### config.mk
export PLATFORM = sky130hd
export DESIGN_NAME = voq_out_module
export DESIGN_NICKNAME = d
export VERILOG_FILES = /design/src/rtl/voq_out_module.sv
export SDC_FILE = /design/constraint.sdc
export NUM_CORES = 1
export LEC_CHECK = 0
export CAP_MARGIN = 20
export CORE_MARGIN = 4
export CORE_UTILIZATION = 50
export CTS_BUF_LIST = sky130_fd_sc_hd__clkbuf_4
export DETAILED_ROUTE_END_ITERATION = 6
export GPL_TIMING_DRIVEN = 0
export PLACE_DENSITY = 0.73
export SLEW_MARGIN = 25
export SYNTH_ARGS = -nofsm -noshare
export SYNTH_HDL_FRONTEND = slang
export SYNTH_SLANG_ARGS = --single-unit
### constraint.sdc
create_clock -name clk -period 9.1 [get_ports clk]
set_clock_uncertainty 0.2 [all_clocks]
set_input_delay 2.73 -clock clk [delete_from_list [all_inputs] [get_ports clk]]
set_output_delay 2.73 -clock clk [all_outputs]
set_load 0.005 [all_outputs]
### src/rtl/voq_out_module.sv
// voq_out_module
//   Egress-side reader of a virtual output queue (VOQ) for one output port.
//   Words are popped from the VOQ under a credit rule that keeps the small
//   output buffer (OBUF) from overflowing. Header words are parsed for the
//   destination port and payload length. Frames for this port are forwarded
//   with SOP/EOP markers and ready/valid backpressure. Frames for any other
//   port are consumed and dropped, with a one-cycle err_port pulse.
//
// Ports
//   clk          clock
//   rst_n        synchronous active-low reset
//   voq_empty    VOQ has no word available
//   voq_rd_data  VOQ word {dst, payload}, valid the cycle after voq_rd_en
//   voq_rd_en    pop one VOQ word
//   port_ready   downstream accepts the current word
//   port_valid   port_data/port_sop/port_eop are valid
//   port_data    payload word with the port-select field stripped
//   port_sop     first word of a frame (the header)
//   port_eop     last word of a frame
//   err_port     one-cycle pulse when a header for another port is dropped
//   frame_cnt    frames delivered (EOP handshakes), wraps at 16 bits
module voq_out_module #(
  parameter int NUB             = 0,
  parameter int PORT_NUB        = 8,
  parameter int DATA_WIDTH      = 64,
  parameter int DATA_LENGTH_MAX = 1024,
  parameter int CRC_WIDTH       = 32,
  parameter int PRIORITY        = 8,
  parameter int OBUF_DEPTH      = 4,
  localparam int WIDTH_SEL      = $clog2(PORT_NUB),
  localparam int WIDTH_PORT     = WIDTH_SEL + DATA_WIDTH
) (
  input  logic                  clk,
  input  logic                  rst_n,
  input  logic                  voq_empty,
  input  logic [WIDTH_PORT-1:0] voq_rd_data,
  output logic                  voq_rd_en,
  input  logic                  port_ready,
  output logic                  port_valid,
  output logic [DATA_WIDTH-1:0] port_data,
  output logic                  port_sop,
  output logic                  port_eop,
  output logic                  err_port,
  output logic [15:0]           frame_cnt
);

  localparam int WIDTH_LENGTH   = $clog2(DATA_LENGTH_MAX);
  localparam int WIDTH_PRIORITY = $clog2(PRIORITY);
  localparam int LEN_LSB        = CRC_WIDTH + WIDTH_PRIORITY;
  localparam int AW             = $clog2(OBUF_DEPTH);
  localparam int CW             = AW + 1;
  localparam int EW             = DATA_WIDTH + 2;

  typedef enum logic {
    PARSE_HEAD,
    PARSE_BODY
  } parse_state_t;

  // Read side
  logic                    inflight;
  logic                    rd_vld;
  logic [WIDTH_SEL-1:0]    word_dst;
  logic [WIDTH_LENGTH-1:0] word_len;
  logic [DATA_WIDTH-1:0]   word_payload;

  // Parser
  parse_state_t            parse_state;
  logic [WIDTH_LENGTH-1:0] rem;
  logic [WIDTH_LENGTH-1:0] rem_nxt;
  logic                    drop;
  logic                    drop_nxt;
  logic                    err_nxt;
  logic                    push;
  logic                    push_sop;
  logic                    push_eop;

  // Output buffer
  logic [EW-1:0]           obuf_mem [OBUF_DEPTH];
  logic [AW-1:0]           wr_ptr;
  logic [AW-1:0]           rd_ptr;
  logic [CW-1:0]           obuf_count;
  logic [EW-1:0]           obuf_head;
  logic                    obuf_nonempty;
  logic                    pop;

  assign rd_vld       = inflight;
  assign word_dst     = voq_rd_data[WIDTH_PORT-1 -: WIDTH_SEL];
  assign word_len     = voq_rd_data[LEN_LSB+WIDTH_LENGTH-1 : LEN_LSB];
  assign word_payload = voq_rd_data[DATA_WIDTH-1:0];

  // A read is only issued when a buffer slot is reserved for it: words already
  // buffered plus the word returning this cycle must leave room. Same-cycle
  // pops are deliberately not credited, which keeps this path off port_ready.
  assign voq_rd_en = rst_n && !voq_empty &&
                     (({1'b0, obuf_count} + (CW+1)'(inflight)) < (CW+1)'(OBUF_DEPTH));

  always_ff @(posedge clk) begin
    if (!rst_n) begin
      inflight <= 1'b0;
    end else begin
      inflight <= voq_rd_en;
    end
  end

  // A zero remaining-count means the next returned word is a header.
  assign parse_state = (rem == '0) ? PARSE_HEAD : PARSE_BODY;

  always_comb begin
    rem_nxt  = rem;
    drop_nxt = drop;
    err_nxt  = 1'b0;
    push     = 1'b0;
    push_sop = 1'b0;
    push_eop = 1'b0;
    if (rd_vld) begin
      unique case (parse_state)
        PARSE_HEAD: begin
          rem_nxt  = word_len;
          push_sop = 1'b1;
          push_eop = (word_len == '0);
          if (word_dst == WIDTH_SEL'(NUB)) begin
            push     = 1'b1;
            drop_nxt = 1'b0;
          end else begin
            // A header-only frame has no body to skip, so DROP stays clear.
            drop_nxt = (word_len != '0);
            err_nxt  = 1'b1;
          end
        end
        PARSE_BODY: begin
          rem_nxt  = rem - WIDTH_LENGTH'(1);
          push_eop = (rem == WIDTH_LENGTH'(1));
          push     = !drop;
          if (rem == WIDTH_LENGTH'(1)) begin
            drop_nxt = 1'b0;
          end
        end
        default: begin
          rem_nxt = rem;
        end
      endcase
    end
  end

  always_ff @(posedge clk) begin
    if (!rst_n) begin
      rem      <= '0;
      drop     <= 1'b0;
      err_port <= 1'b0;
    end else begin
      rem      <= rem_nxt;
      drop     <= drop_nxt;
      err_port <= err_nxt;
    end
  end

  // Show-ahead FIFO: the head entry drives the outputs directly.
  assign obuf_nonempty = (obuf_count != '0);
  assign obuf_head     = obuf_mem[rd_ptr];
  assign pop           = obuf_nonempty && port_ready;

  always_ff @(posedge clk) begin
    if (push) begin
      obuf_mem[wr_ptr] <= {push_sop, push_eop, word_payload};
    end
  end

  always_ff @(posedge clk) begin
    if (!rst_n) begin
      wr_ptr     <= '0;
      rd_ptr     <= '0;
      obuf_count <= '0;
    end else begin
      if (push) begin
        wr_ptr <= wr_ptr + AW'(1);
      end
      if (pop) begin
        rd_ptr <= rd_ptr + AW'(1);
      end
      unique case ({push, pop})
        2'b10:   obuf_count <= obuf_count + CW'(1);
        2'b01:   obuf_count <= obuf_count - CW'(1);
        default: obuf_count <= obuf_count;
      endcase
    end
  end

  // The read credit rule should make a push into a full buffer impossible.
  always_ff @(posedge clk) begin
    if (rst_n) begin
      assert (!(push && !pop && (obuf_count == CW'(OBUF_DEPTH))));
    end
  end

  always_ff @(posedge clk) begin
    if (!rst_n) begin
      frame_cnt <= '0;
    end else if (pop && obuf_head[EW-2]) begin
      frame_cnt <= frame_cnt + 16'd1;
    end
  end

  // Stale buffer contents are masked so idle outputs read as zero.
  assign port_valid = obuf_nonempty;
  assign port_sop   = obuf_nonempty && obuf_head[EW-1];
  assign port_eop   = obuf_nonempty && obuf_head[EW-2];
  assign port_data  = obuf_nonempty ? obuf_head[DATA_WIDTH-1:0] : '0;

endmodule

==> flow_metrics.py <==
metrics = {
    "place": {
        "placed_area_um2": 14000,
        "portBuffers": 155,
        "hpwl_mm": 15.9,
        "place_congestion": 0.898,
    },
    "detailed_routing": {
        "final_antenna_net_count": 0,
        "wire_per_inst_um": 19.6,
        "vias_per_cell": 5.40,
        "finalWirelength_mm": 24.9,
        "drc": 0,
        "drt-initial-drc-count": 547,
        "vias": 6884,
        "first_pass_iters": 5,
    },
    "synthesis": {
        "yosys.area_share.simple": 0.0839,
        "synth_compound_area_frac": 0.0221,
        "synth.most_common_cell": "edfxtp_1",
        "synth_top_family_by_area": "multiplexers",
        "synth_top_area_cell": "edfxtp_1",
        "synth_flop_cell": "edfxtp_1",
        "yosysSeqAreaShare": 0.729,
        "synth_top_area_frac": 0.665,
        "synth_edf_count": 264,
        "synthesis.area_um2": 11900,
        "async_flop_share": 0,
        "syn_inst": 657,
        "syn_nets": 738,
        "synth_cell_types": 45,
        "synth_adder_area_share": 0.0111,
        "synth_common_cells": "edfxtp_1 (264), and2_1 (72), mux4_2 (66)",
        "synth-seq-cells": 302,
        "synth-xor-area-share": 0.00735,
        "synthMuxAreaShare": 0.132,
        "synth_warnings": 0,
        "synthTopCellsByArea": "edfxtp_1 (66%), mux4_2 (12%), dfxtp_1 (6.4%)",
        "synth.avg_cell_area_um2": 18.1,
    },
    "global_route": {
        "grt_use_met3": 0.0542,
        "grt_util_met2": 0.323,
        "antenna_found_initial": 1,
        "grt_max_degree": 44,
        "gr-total-overflow": 0,
        "grt_pass1_wl_mm": 39.9,
        "grt-busiest-layer": "met2",
        "grtUsageMet1": 0.247,
        "grt_use_total": 0.194,
        "grt_pass1_vias": 7583,
    },
    "critical_path": {
        "worstReg2RegStart": "rem[1]$_SDFFE_PN0P_",
        "crit_type": "input port to output pin",
        "path_common_cell": "clkdlybuf4s50_1",
        "cp-start-kind": "input port",
        "required_ns": 6.17,
        "critPathSlowestCell": "clkdlybuf4s50_1",
        "r2r-end": "obuf_count[2]$_SDFFE_PN0P_",
        "reg2reg_depth": 12,
        "regToRegSetupSlack_ns": 4.89,
        "max_stage_delay_ns": 0.58,
        "cp_max_fo": 10,
        "cp_cell_sequence": "clkdlybuf4s50_1 -> inv_1 -> clkbuf_1 -> nor4_1 -> clkdlybuf4s50_1",
        "arrival_ns": 4.68,
        "critPathCaptureType": "output pin",
    },
    "sta": {
        "rsz0062_at_grt": "no",
        "slew_headroom": 0.298,
        "period_share": 0.837,
        "setup_viol": 0,
        "slew_violations": 0,
        "hold_ws_ns": 0.278,
        "tightest_slew_ns": 1.05,
        "period_minus_slack_ns": 7.61,
        "final.setup.tns_ns": 0,
        "max_freq_ghz": 0.131,
        "finalHoldViolations": 0,
    },
    "pwr": {
        "ir_drop_v": 0.000114,
        "p_per_area_nw_per_um2": 272,
        "total_leakage_power_uw": 0.00488,
    },
    "floorplan": {
        "die_y_um": 162,
        "start_util": 0.508,
        "die_area_um2": 26400,
        "rows": 56,
        "die_w_um": 162,
        "io_pins": 156,
        "core-area_um2": 23500,
    },
    "clocking": {
        "post_cts_buffers": 0,
        "cts_resized": 0,
        "cts_tree": "done",
        "clock-sinks": 302,
        "hold_buffers": 0,
        "clk_pin_slew_ns": 0.06,
        "clkLatencyLatePin_ns": 0.64,
        "cts_made_buffers": 74,
        "cts_max_path_buffers": 3,
        "root_buffer": "clkbuf_4",
        "htreeDepth": 3,
    },
    "final_layout": {
        "final_util": 0.638,
        "multiInputGateArea_um2": 3070,
        "seqCellArea_um2": 8690,
        "nets": 973,
        "post-route-cell-area_um2": 15000,
        "area_delta_synth_final_pct": 25.5,
        "drive_above_1_share": 0.216,
        "num-fill-cells": 1717,
    },
    "hold_path": {
        "hold_depth": 2,
        "hp-class": "register to register",
        "whs_endpoint": "drop$_SDFFE_PN0P_",
        "min-delay-start": "drop$_SDFFE_PN0P_",
    },
    "run_status": {
        "outcome": "complete, no violations",
    },
    "job": {
        "cap_violations": 0,
    },
}
[per-layer routing]
metal  vias to the layer above  share of wire
met3                        48          0.073
met2                       280           0.50
met4                         0          0.021
met1                      3432           0.40
met5                         -              0
li1                       3124              -
[cells by family (layout without fill, tap and decap cells)]
family	after synthesis	in the layout
flops	302	302
simple gates	174	174
mux	74	74
fa+ha+maj	10	10
buf+inv	44	340
xor+xnor	10	10
compound gates	43	43
other cells	0	2
[area by class of cell]
class                      count  share of cell area
antenna                        2            0.000334
buffer                        31             0.00878
clock buffer                 111              0.0557
clock inverter                26             0.00878
inverter                      13             0.00326
multi-input combinational    311               0.205
sequential                   302               0.581
tap                          319              0.0267
timing repair buffer         159               0.111
[stage by stage]
step	worst slack [ns]	cells	total power [µW]
2_1_floorplan	2.90	657	2390
5_1_grt	1.37	1273	4320
4_1_cts	1.51	1272	4140
6_report	1.49	1274	4070
3_5_place_dp	1.54	1135	3020
3_3_place_gp	1.38	1131	2980
[worst max-delay path by stage]
| stage | from | endpoint | slack, ns | cells past startpoint |
|---|---|---|---|---|
| finish | rst_n | voq_rd_en | 1.49 | 5 |
| global route | rst_n | voq_rd_en | 1.37 | 5 |
| CTS | rst_n | voq_rd_en | 1.51 | 5 |
| detailed placement | rst_n | voq_rd_en | 1.54 | 5 |
| global placement | voq_rd_data[65] | obuf_mem[0][55]$_DFFE_PP_ | 1.38 | 5 |
| floorplan | rst_n | voq_rd_en | 2.90 | 3 |
[sequential cells by signal, indices dropped and copies added (netlist names), named ones only]
register    count
obuf_count      3
rd_ptr          2
err_port        1
obuf_mem      264
wr_ptr          2
drop            1
rem            10
inflight        1
frame_cnt      16
[layout by cell type (no fill, tap or decap), drive strengths merged, types with 9 or more instances in the layout]
cell             n
a21oi           16
and2            72
buf             13
clkbuf         133
clkdlybuf4s50  155
clkinv          21
dfxtp           38
edfxtp         264
ha               9
inv             16
mux4            66
nand2           21
nand3           10
nor2            20
nor4             9
o21ai            9
xor2             9
[where the power goes]
group          switching (µW)  total, µW  leakage [µW]  internal (µW)
registers                44.2       1680       0.00270           1630
logic                     575       1280       0.00160            706
clock network             517       1110      0.000578            591
total                    1140       4070       0.00488           2930
[worst max-delay path: cells and delay by family]
| kind | cells | cell delay [ns] |
|---|---|---|
| buffers and inverters | 4 | 1.50 |
| AND/OR/NAND/NOR | 1 | 0.46 |
No activity file was read; power rests on OpenSTA's default activity.
